===== config.mk =====
export PLATFORM = sky130hd
export DESIGN_NAME = rrf_alloc_ctrl
export DESIGN_NICKNAME = d
export VERILOG_FILES = /design/src/rtl/rrf_pkg.sv /design/src/rtl/rrf_ptr_adv.sv /design/src/rtl/rrf_alloc_ctrl.sv
export SDC_FILE = /design/constraint.sdc
export NUM_CORES = 1
export LEC_CHECK = 0
export ABC_AREA = 1
export CAP_MARGIN = 20
export CORE_MARGIN = 4
export CORE_UTILIZATION = 55
export CTS_CLUSTER_DIAMETER = 150
export DETAILED_ROUTE_END_ITERATION = 8
export PLACE_DENSITY = 0.78
export SLEW_MARGIN = 25
export SYNTH_ARGS = -nofsm -noshare
export SYNTH_HDL_FRONTEND = slang
export SYNTH_SLANG_ARGS = --single-unit

===== constraint.sdc =====
create_clock -name i_clk -period 7.6 [get_ports i_clk]
set_clock_uncertainty 0.05 [all_clocks]
set_input_delay 0.76 -clock i_clk [delete_from_list [all_inputs] [get_ports i_clk]]
set_output_delay 0.76 -clock i_clk [all_outputs]
set_load 0.005 [all_outputs]

===== src/rtl/rrf_pkg.sv =====
// rtl/rrf_pkg.sv - shared RRF sizing constants, tag/count types and request clamp
package rrf_pkg;
  localparam int RRF_DEPTH = 16;
  localparam int TAG_W     = 4;

  typedef logic [TAG_W-1:0] rrf_tag_t;
  typedef logic [TAG_W:0]   rrf_cnt_t;

  // Dispatch and commit move at most two slots per cycle; a request of 3 means 2.
  function automatic logic [1:0] clamp_two(input logic [1:0] n);
    return (n == 2'd3) ? 2'd2 : n;
  endfunction
endpackage


===== src/rtl/rrf_ptr_adv.sv =====
// rtl/rrf_ptr_adv.sv - modulo RRF_DEPTH pointer advance by 0..2 slots
module rrf_ptr_adv
  import rrf_pkg::*;
(
  input  rrf_tag_t   i_ptr,
  input  logic [1:0] i_step,
  output rrf_tag_t   o_ptr_nxt
);
  // Tag width equals log2(depth), so natural overflow gives the wrap 15 -> 0.
  assign o_ptr_nxt = i_ptr + rrf_tag_t'(i_step);
endmodule


===== src/rtl/rrf_alloc_ctrl.sv =====
// rtl/rrf_alloc_ctrl.sv - RRF tag allocation, writeback tracking and in-order retirement
// RRF_FREE_BYPASS_EN lets entries retired this cycle be reallocated in the same cycle.
module rrf_alloc_ctrl
  import rrf_pkg::*;
(
  input  logic                 i_clk,
  input  logic                 i_reset,
  input  logic                 i_flush,
  input  logic [1:0]           i_alloc_cnt,
  output logic                 o_alloc_grant,
  output rrf_tag_t             o_alloc_tag0,
  output rrf_tag_t             o_alloc_tag1,
  input  logic                 i_wb_en,
  input  rrf_tag_t             i_wb_tag,
  output logic [1:0]           o_commit_avail,
  input  logic [1:0]           i_commit_cnt,
  output rrf_tag_t             o_commit_tag0,
  output rrf_tag_t             o_commit_tag1,
  output logic [RRF_DEPTH-1:0] o_busy_vec,
  output logic [RRF_DEPTH-1:0] o_valid_vec,
  output rrf_cnt_t             o_free_cnt,
  output logic                 o_full
);
  rrf_tag_t             r_head;
  rrf_tag_t             r_tail;
  rrf_cnt_t             r_count;
  logic [RRF_DEPTH-1:0] r_busy;
  logic [RRF_DEPTH-1:0] r_valid;

  logic [1:0]           w_alloc_n;
  logic [1:0]           w_eff;
  logic [1:0]           w_head_step;
  logic                 w_live0;
  logic                 w_live1;
  rrf_cnt_t             w_avail_free;
  rrf_tag_t             w_head_p1;
  rrf_tag_t             w_tail_p1;
  rrf_tag_t             w_head_nxt;
  rrf_tag_t             w_tail_nxt;
  logic [RRF_DEPTH-1:0] w_busy_nxt;
  logic [RRF_DEPTH-1:0] w_valid_nxt;

  rrf_ptr_adv u_head_adv (
    .i_ptr     (r_head),
    .i_step    (w_head_step),
    .o_ptr_nxt (w_head_nxt)
  );

  rrf_ptr_adv u_tail_adv (
    .i_ptr     (r_tail),
    .i_step    (w_eff),
    .o_ptr_nxt (w_tail_nxt)
  );

  assign w_head_p1 = r_head + rrf_tag_t'(1);
  assign w_tail_p1 = r_tail + rrf_tag_t'(1);
  assign w_alloc_n = clamp_two(i_alloc_cnt);

  // Only allocated entries are busy, so a busy&valid check at tail+1 never reaches past head.
  assign w_live0        = r_busy[r_tail] & r_valid[r_tail];
  assign w_live1        = r_busy[w_tail_p1] & r_valid[w_tail_p1];
  assign o_commit_avail = !w_live0 ? 2'd0 : (w_live1 ? 2'd2 : 2'd1);
  assign w_eff          = (i_commit_cnt < o_commit_avail) ? i_commit_cnt : o_commit_avail;

  assign o_free_cnt = rrf_cnt_t'(RRF_DEPTH) - r_count;
  assign o_full     = (r_count == rrf_cnt_t'(RRF_DEPTH));

`ifdef RRF_FREE_BYPASS_EN
  assign w_avail_free = o_free_cnt + rrf_cnt_t'(w_eff);
`else
  assign w_avail_free = o_free_cnt;
`endif

  assign o_alloc_grant = (rrf_cnt_t'(w_alloc_n) <= w_avail_free);
  assign w_head_step   = o_alloc_grant ? w_alloc_n : 2'd0;

  assign o_alloc_tag0  = r_head;
  assign o_alloc_tag1  = w_head_p1;
  assign o_commit_tag0 = r_tail;
  assign o_commit_tag1 = w_tail_p1;
  assign o_busy_vec    = r_busy;
  assign o_valid_vec   = r_valid;

  // Ordering makes allocation the last writer, so a bypass-reallocated or wb-collided entry ends busy, not valid.
  always_comb begin
    w_busy_nxt  = r_busy;
    w_valid_nxt = r_valid;
    if (i_wb_en && r_busy[i_wb_tag]) begin
      w_valid_nxt[i_wb_tag] = 1'b1;
    end
    if (w_eff != 2'd0) begin
      w_busy_nxt[r_tail]  = 1'b0;
      w_valid_nxt[r_tail] = 1'b0;
    end
    if (w_eff == 2'd2) begin
      w_busy_nxt[w_tail_p1]  = 1'b0;
      w_valid_nxt[w_tail_p1] = 1'b0;
    end
    if (w_head_step != 2'd0) begin
      w_busy_nxt[r_head]  = 1'b1;
      w_valid_nxt[r_head] = 1'b0;
    end
    if (w_head_step == 2'd2) begin
      w_busy_nxt[w_head_p1]  = 1'b1;
      w_valid_nxt[w_head_p1] = 1'b0;
    end
  end

  always_ff @(posedge i_clk or posedge i_reset) begin
    if (i_reset) begin
      r_head  <= '0;
      r_tail  <= '0;
      r_count <= '0;
      r_busy  <= '0;
      r_valid <= '0;
    end else if (i_flush) begin
      r_head  <= '0;
      r_tail  <= '0;
      r_count <= '0;
      r_busy  <= '0;
      r_valid <= '0;
    end else begin
      r_head  <= w_head_nxt;
      r_tail  <= w_tail_nxt;
      r_count <= r_count + rrf_cnt_t'(w_head_step) - rrf_cnt_t'(w_eff);
      r_busy  <= w_busy_nxt;
      r_valid <= w_valid_nxt;
    end
  end
endmodule

==> results by group, run 1 <==
Clock tree
  – Post_cts resized: 0
  – CTS Sinks: 45
  – H-tree lvl count: 2
  – Worst-skew pair later-pin latency: 0.32 ns
  – Root buffer cell: clkbuf_8
  – CTS tree: done
  – Hold buffer count at CTS: 0
  – CTS Buf Count: 5
  – Worst-path clk slew: 0.10 ns
  – Post-CTS setup buffers: 0
  – Clock buffer depth: 2

Final layout
  – Fillcell total: 740
  – Post-layout util: 66.6%
  – Area delta synth->final: 16.6%
  – Layout cells sized above 1: 2.75%
  – Diodes inserted: 0
  – Finished Layout Cells: 866
  – Nets: 809
  – Post-Layout Inst Area: 5170 um^2

Power and ir drop
  – Clock share of power: 15.0%
  – Net Switching: 0.484 mW
  – Peak VDD IR: 0.224 mV
  – Sequential share of power: 29.6%
  – Switching share of power: 45.3%
  – PD cells: 206 nW/um^2
  – Gate power share: 55.4%
  – Lkg Pwr: 2.66 nW
  – Final Power: 1.07 mW
  – Internal Pwr Total: 0.583 mW

Setup path
  – Reg2reg start: o_commit_tag0[1]
  – CP Data Required Time: 7.74 ns
  – Arrival time worst endpoint: 5.73 ns
  – CP peak stage delay: 0.75 ns
  – CP Buf/Inv Count: 6
  – Slowest CP cell: dfrtp_1
  – Path type of the worst setup path: flip-flop to flip-flop
  – Nature of the critical path endpoint: flip-flop
  – Cells along the critical path: clkinv_1 > ha_1 > inv_1 > nand3_1 > nand3_1 > nand3_1 > nand2_1 > nand2_1 > inv_1 > nand2_1 > inv_1 > ha_1 > inv_2 > fa_1 > fa_1 > nand2_1 > inv_1 > nor2_1 > nor2_1 > nor2_1 > xor2_1 > nor2_1
  – Setup crit start kind: flip-flop
  – Crit path max fanout: 26
  – CP startpoint: o_commit_tag0[1]
  – Delay-heaviest family, CP: adder cells

Floorplan
  – Ports: 69
  – # rows: 32
  – Die Width: 97.8 um
  – Die footprint: 9570 um^2
  – Die Ht: 97.8 um
  – Core ar.: 7770 um^2
  – Starting Density: 57.1%

Timing
  – RSZ-0062 raised after global routing: no
  – TNS Setup: 0 ns
  – Final worst slack: 2.00 ns
  – Final period util: 73.7%
  – Worst-Margin Slew: 0.858 ns
  – Max Freq: 179 MHz
  – Final Critical Period: 5.60 ns
  – Slew Limit Headroom: 42.6%
  – Max Transition Viols Final: 0
  – Final hold viol count: 0
  – Min Hold Slack: 0.617 ns
  – Setup Viol. Count Final: 0

Place
  – Placed insts: 858
  – Hpwl dp: 11.6 mm
  – Dpl cell area: 5090 um^2
  – I/O Buffers: 68
  – Worst slack, placed: 2.15 ns
  – GPL Wtd Cong: 1.02

Min path
  – Hold wc startpoint: o_alloc_tag0[3]
  – HP Class: flip-flop to flip-flop

Routing
  – Via-per-instance ratio: 5.80
  – Routed len/inst: 17.7 um
  – Residual DRC count: 0
  – WL final: 15.3 mm
  – First DRT Iteration DRCs: 560
  – Vias: 5024
  – First-pass DRT Iterations: 5
  – Remaining antenna violation count after routing: 0

Synth
  – Ys Warns: 0
  – Synth unique cells: 31
  – Cell Area, Synth: 4440 um^2
  – Seq/Total Area, Yosys: 25.4%
  – Synthesized area per cell: 6.20 um^2
  – Synthesized instance count: 716
  – Area share of the largest cell type after synthesis: 25.4%
  – #FFs+latches synth: 45
  – Cell taking the most area after synthesis: dfrtp_1
  – Syn Nets: 762
  – Ranking of synthesized cells by area: dfrtp_1, nand2_1, inv_1

Global routing
  – Initial antenna violation count: 0
  – GRT Residual Overflow: 0
  – First-pass GRT wire length: 24.2 mm
  – Largest net degree at the start of global routing: 46
  – Vias in the first global route: 4594
  – Global Route Usage Sum: 31.4%

Run
  – Max Cap Violations: 0

Outcome
  – Status: complete, no violations
## path summary, 6_finish.rpt
| path | to | slack, ns | cells after the start |
|---|---|---|---|
| min in group asynchronous | o_valid_vec[3] | 0.83 | 2 |
| hold / removal | o_alloc_tag0[3] | 0.62 | 2 |
| hold reg to reg | o_alloc_tag0[3] | 0.62 | 2 |
| setup / recovery | r_count[4] | 2.00 | 22 |
| setup reg to reg | r_count[4] | 2.00 | 22 |
| max in group asynchronous | o_busy_vec[8] | 6.14 | 2 |
## power by group through the flow
stage / Combinational, mW / Clock [mW] / Sequential [mW]
2_1_floorplan: 0.369 / 0 / 0.305
3_3_place_gp: 0.553 / 0 / 0.318
3_5_place_dp: 0.579 / 0 / 0.319
4_1_cts: 0.583 / 0.160 / 0.314
5_1_grt: 0.657 / 0.170 / 0.321
6_report: 0.591 / 0.160 / 0.316
## registers in the layout, indices dropped and copies added (netlist names)
signal and count:
o_busy_vec 16, o_valid_vec 16, r_count 5, o_alloc_tag0 4, o_commit_tag0 4
## logic make-up (layout without fill, tap and decap cells)
group	after synthesis	in the layout	share of synthesized area [%]
and+or+nand+nor	376	376	36.3
buffers and inverters	162	210	15.0
AOI/OAI and AO/OA	90	90	11.1
DFF	45	45	25.4
adders and majority gates	34	34	10.3
xor gates and xnor gates	9	9	1.95
## routing by layer
metal  track usage (%)  wire (um)  part of all wire (%)  vias up
li1                  -          -                     -     2350
met1              43.6       6290                    41     2329
met2              50.1       6840                    45      300
met3              4.57       1640                    11       45
met4              10.6        531                   3.5        0
met5                 0          0                     0        -
## cells in the mapped netlist
cell type / count
buf_1: 2
inv_1: 127
dfrtp_1: 45
xor2_2: 1
inv_2: 2
clkinv_1: 3
xor2_1: 4
nor2_1: 63
a21o_1: 1
a211oi_1: 2
nand3_1: 73
o22ai_1: 10
nand2_4: 2
or2_2: 2
buf_4: 7
a21oi_1: 34
buf_2: 7
o21ai_1: 2
xnor2_1: 4
nand2_1: 202
nand4_1: 27
nor3_2: 1
buf_6: 3
o21ai_0: 32
clkbuf_1: 11
fa_1: 4
ha_1: 30
o21bai_1: 1
and3_1: 4
a22oi_1: 8
nand2_2: 2
## worst reg2reg max path: stages (launching register included)
cell	delay, ns
dfrtp_1	0.75
clkinv_1	0.56
ha_1	0.59
inv_1	0.27
nand3_1	0.11
nand3_1	0.10
nand3_1	0.09
nand2_1	0.08
nand2_1	0.07
inv_1	0.05
nand2_1	0.06
inv_1	0.09
ha_1	0.56
inv_2	0.39
fa_1	0.61
fa_1	0.46
nand2_1	0.09
inv_1	0.05
nor2_1	0.08
nor2_1	0.05
nor2_1	0.12
xor2_1	0.16
nor2_1	0.05
## area by class of cell
cell class	count	area [um^2]	area share [%]
clock buffer	7	76.3	1.47
clock inverter	1	7.51	0.145
inverter	132	497	9.60
multi-input combinational	509	2650	51.2
sequential	45	1130	21.8
tap	102	128	2.47
timing repair buffer	70	691	13.3
## placed cells by master, fill, tap and decap left out, drive strengths merged
cell type      synthesis  layout
clkbuf                11       7
nand2                206     206
clkdlybuf4s50          0      67
xor2                   5       5
nand4                 27      27
inv                  129     128
a21o                   1       1
nand3                 73      73
a21oi                 34      34
fa                     4       4
a22oi                  8       8
a211oi                 2       2
buf                   19       3
nor2                  63      63
nor3                   1       1
xnor2                  4       4
or2                    2       2
o21bai                 1       1
o21ai                 34      34
clkinvlp               0       1
ha                    30      30
and3                   4       4
o22ai                 10      10
clkinv                 3       4
dfrtp                 45      45
(Power assumes the default switching activity.)
==> run 2, diff against run 1 <==
--- a/config.mk
+++ b/config.mk
@@ -8,10 +8,10 @@
 export ABC_AREA = 1
 export CAP_MARGIN = 20
 export CORE_MARGIN = 4
-export CORE_UTILIZATION = 55
+export CORE_UTILIZATION = 50
 export CTS_CLUSTER_DIAMETER = 150
 export DETAILED_ROUTE_END_ITERATION = 8
-export PLACE_DENSITY = 0.78
+export PLACE_DENSITY = 0.75
 export SLEW_MARGIN = 25
 export SYNTH_ARGS = -nofsm -noshare
 export SYNTH_HDL_FRONTEND = slang
==> constraint.sdc (replaced) <==
create_clock -name i_clk -period 4.5 [get_ports i_clk]
set_clock_uncertainty 0.05 [all_clocks]
set_input_delay 0.45 -clock i_clk [delete_from_list [all_inputs] [get_ports i_clk]]
set_output_delay 0.45 -clock i_clk [all_outputs]
set_load 0.005 [all_outputs]
==> results by group, run 2 (synthesis gave the netlist of run 1 again) <==
Final layout
  – Fillcell total: 835 (+13%)
  – Layout cells sized above 1: 3.37% (+0.62 points)
  – Most frequent cells in the layout: nand2_1, inv_1, nand3_1
  – Nets: 816 (+0.87%)
  – Post-layout util: 60.3% (-6.3 points)
  – Area delta synth->final: 18.0%
  – Diodes inserted: 0 (unchanged)
  – Commonest non-fill, non-tap cell in the layout: nand2_1

Routing
  – First DRT Iteration DRCs: 574 (+2.5%)
  – Routed len/inst: 16.9 um (-4.6%)
  – Vias: 5031 (+0.14%)
  – Via-per-instance ratio: 5.72 (-1.3%)
  – Residual DRC count: 0 (unchanged)
  – First-pass DRT Iterations: 6 (+1)
  – WL final: 14.8 mm (-3.2%)
  – Remaining antenna violation count after routing: 0 (unchanged)

Power and ir drop
  – PD cells: 339 nW/um^2 (+64%)
  – Peak VDD IR: 0.266 mV (+19%)
  – Lkg Pwr: 2.69 nW (+1.2%)
  – Final Power: 1.77 mW (+66%)

Setup path
  – Nature of the critical path endpoint: flip-flop
  – Path type of the worst setup path: flip-flop to flip-flop
  – R2R Setup Slk: 0.45 ns (-1.55 ns)
  – Reg2reg start: o_commit_tag0[1]
  – Reg2Reg Depth: 26 (+18%)
  – Arrival time worst endpoint: 4.20 ns (-1.53 ns)
  – Reg2reg end: r_count[4]
  – Setup crit start kind: flip-flop
  – CP Data Required Time: 4.65 ns (-3.09 ns)
  – Crit path max fanout: 10 (-62%)

Place
  – Hpwl dp: 11.0 mm (-5.0%)
  – GPL Wtd Cong: 1.01 (-1.6%)
  – I/O Buffers: 68 (unchanged)
  – Worst slack, placed: 0.475 ns (-1.67 ns)

Floorplan
  – Die Ht: 102 um (+4.5%)
  – Ports: 69 (unchanged)
  – Core ar.: 8680 um^2 (+12%)
  – Die Width: 102 um (+4.5%)
  – Die footprint: 10400 um^2 (+9.2%)
  – # rows: 34 (+6.3%)
  – Starting Density: 51.1% (-6.0 points)

Clock tree
  – Worst-skew pair later-pin latency: 0.31 ns (about the same)
  – CTS Buf Count: 5 (unchanged)
  – Worst-path clk slew: 0.10 ns (about the same)
  – Post_cts resized: 0 (unchanged)
  – CTS Sinks: 45 (unchanged)
  – Hold buffer count at CTS: 0 (unchanged)
  – Root buffer cell: clkbuf_8
  – H-tree lvl count: 2 (unchanged)
  – Post-CTS setup buffers: 0 (unchanged)
  – CTS tree: done
  – Clock buffer depth: 2 (unchanged)

Global routing
  – Vias in the first global route: 4622 (+0.61%)
  – GRT Residual Overflow: 0 (unchanged)
  – Global Route Usage Sum: 28.7% (-2.7 points)
  – First-pass GRT wire length: 23.6 mm (-2.5%)
  – Largest net degree at the start of global routing: 46 (unchanged)
  – Initial antenna violation count: 0 (unchanged)

Timing
  – Final hold viol count: 0 (unchanged)
  – Final Critical Period: 4.05 ns (-1.55 ns)
  – Slew Limit Headroom: 40.7% (-1.9 points)
  – TNS Setup: 0 ns (unchanged)
  – Setup Viol. Count Final: 0 (unchanged)
  – RSZ-0062 raised after global routing: no
  – Max Freq: 247 MHz (+38%)
  – Final worst slack: 0.449 ns (-1.55 ns)
  – Min Hold Slack: 0.535 ns (-0.0826 ns)
  – Max Transition Viols Final: 0 (unchanged)
  – Worst-Margin Slew: 0.884 ns (+0.0262 ns)
  – Final period util: 90.0% (+16 points)

Outcome
  – Status: complete, no violations

Run
  – Max Cap Violations: 0 (unchanged)

Min path
  – HP Class: primary input to async pin
run 2: area by class of cell:
cell class | instances | area, um^2 | share of cell area, %
Sequential cell | 45 | 1130 | 21.5
Clock inverter | 1 | 7.51 | 0.143
Multi-Input combinational cell | 509 | 2650 | 50.5
Tap cell | 108 | 135 | 2.58
Timing Repair Buffer | 77 | 748 | 14.3
Clock buffer | 7 | 76.3 | 1.46
Inverter | 132 | 497 | 9.49
run 2: how the worst max path moves through the flow:
stage                                 from         end  slack, ns  depth (start not counted)
after detailed placement  o_commit_tag0[1]  r_count[4]       0.47                         26
after floorplan           o_commit_tag0[1]  r_count[4]       0.09                         25
after global routing      o_commit_tag0[1]  r_count[4]       0.18                         26
final                     o_commit_tag0[1]  r_count[4]       0.45                         26
after CTS                 o_commit_tag0[1]  r_count[4]       0.47                         26
after global placement    o_commit_tag0[1]  r_count[4]       0.65                         26
run 2: worst max-delay path: stages, from the launching register on:
cell and delay, ns:
dfrtp_1 0.39, clkinv_1 0.09, ha_1 0.42, inv_1 0.26, nand3_1 0.12, nand3_1 0.10, nand3_1 0.08, nand2_1 0.08
nand2_1 0.08, inv_1 0.06, nand2_1 0.06, ha_1 0.30, or2_2 0.30, nand2_2 0.09, nand2_4 0.04, inv_1 0.08
ha_1 0.14, inv_1 0.04, ha_1 0.20, fa_1 0.39, nand2_1 0.08, inv_1 0.04, nor2_1 0.08, nor2_1 0.05
nor2_1 0.11, xor2_1 0.15, nor2_1 0.05
run 2: power breakdown:
part	switching (mW)	internal, mW
clock network	0.153	0.110
registers	0.0781	0.454
logic	0.554	0.423
total	0.785	0.987
run 2: routing by layer:
layer / wire length, um / share of wire (%) / global-route usage [%] / up-vias
li1: - / - / - / 2365
met1: 6020 / 41 / 39.8 / 2309
met2: 6730 / 45 / 44.5 / 311
met3: 1610 / 11 / 6.14 / 44
met4: 440 / 3.0 / 9.69 / 2
met5: 14 / 0.094 / 0 / -
run 2: per-stage QoR:
stage / instance area [um^2] / cells
global placement: 5150 / 871
global route: 5240 / 879
CTS: 5240 / 879
finish: 5240 / 879
detailed placement: 5150 / 871
floorplan: 4440 / 716
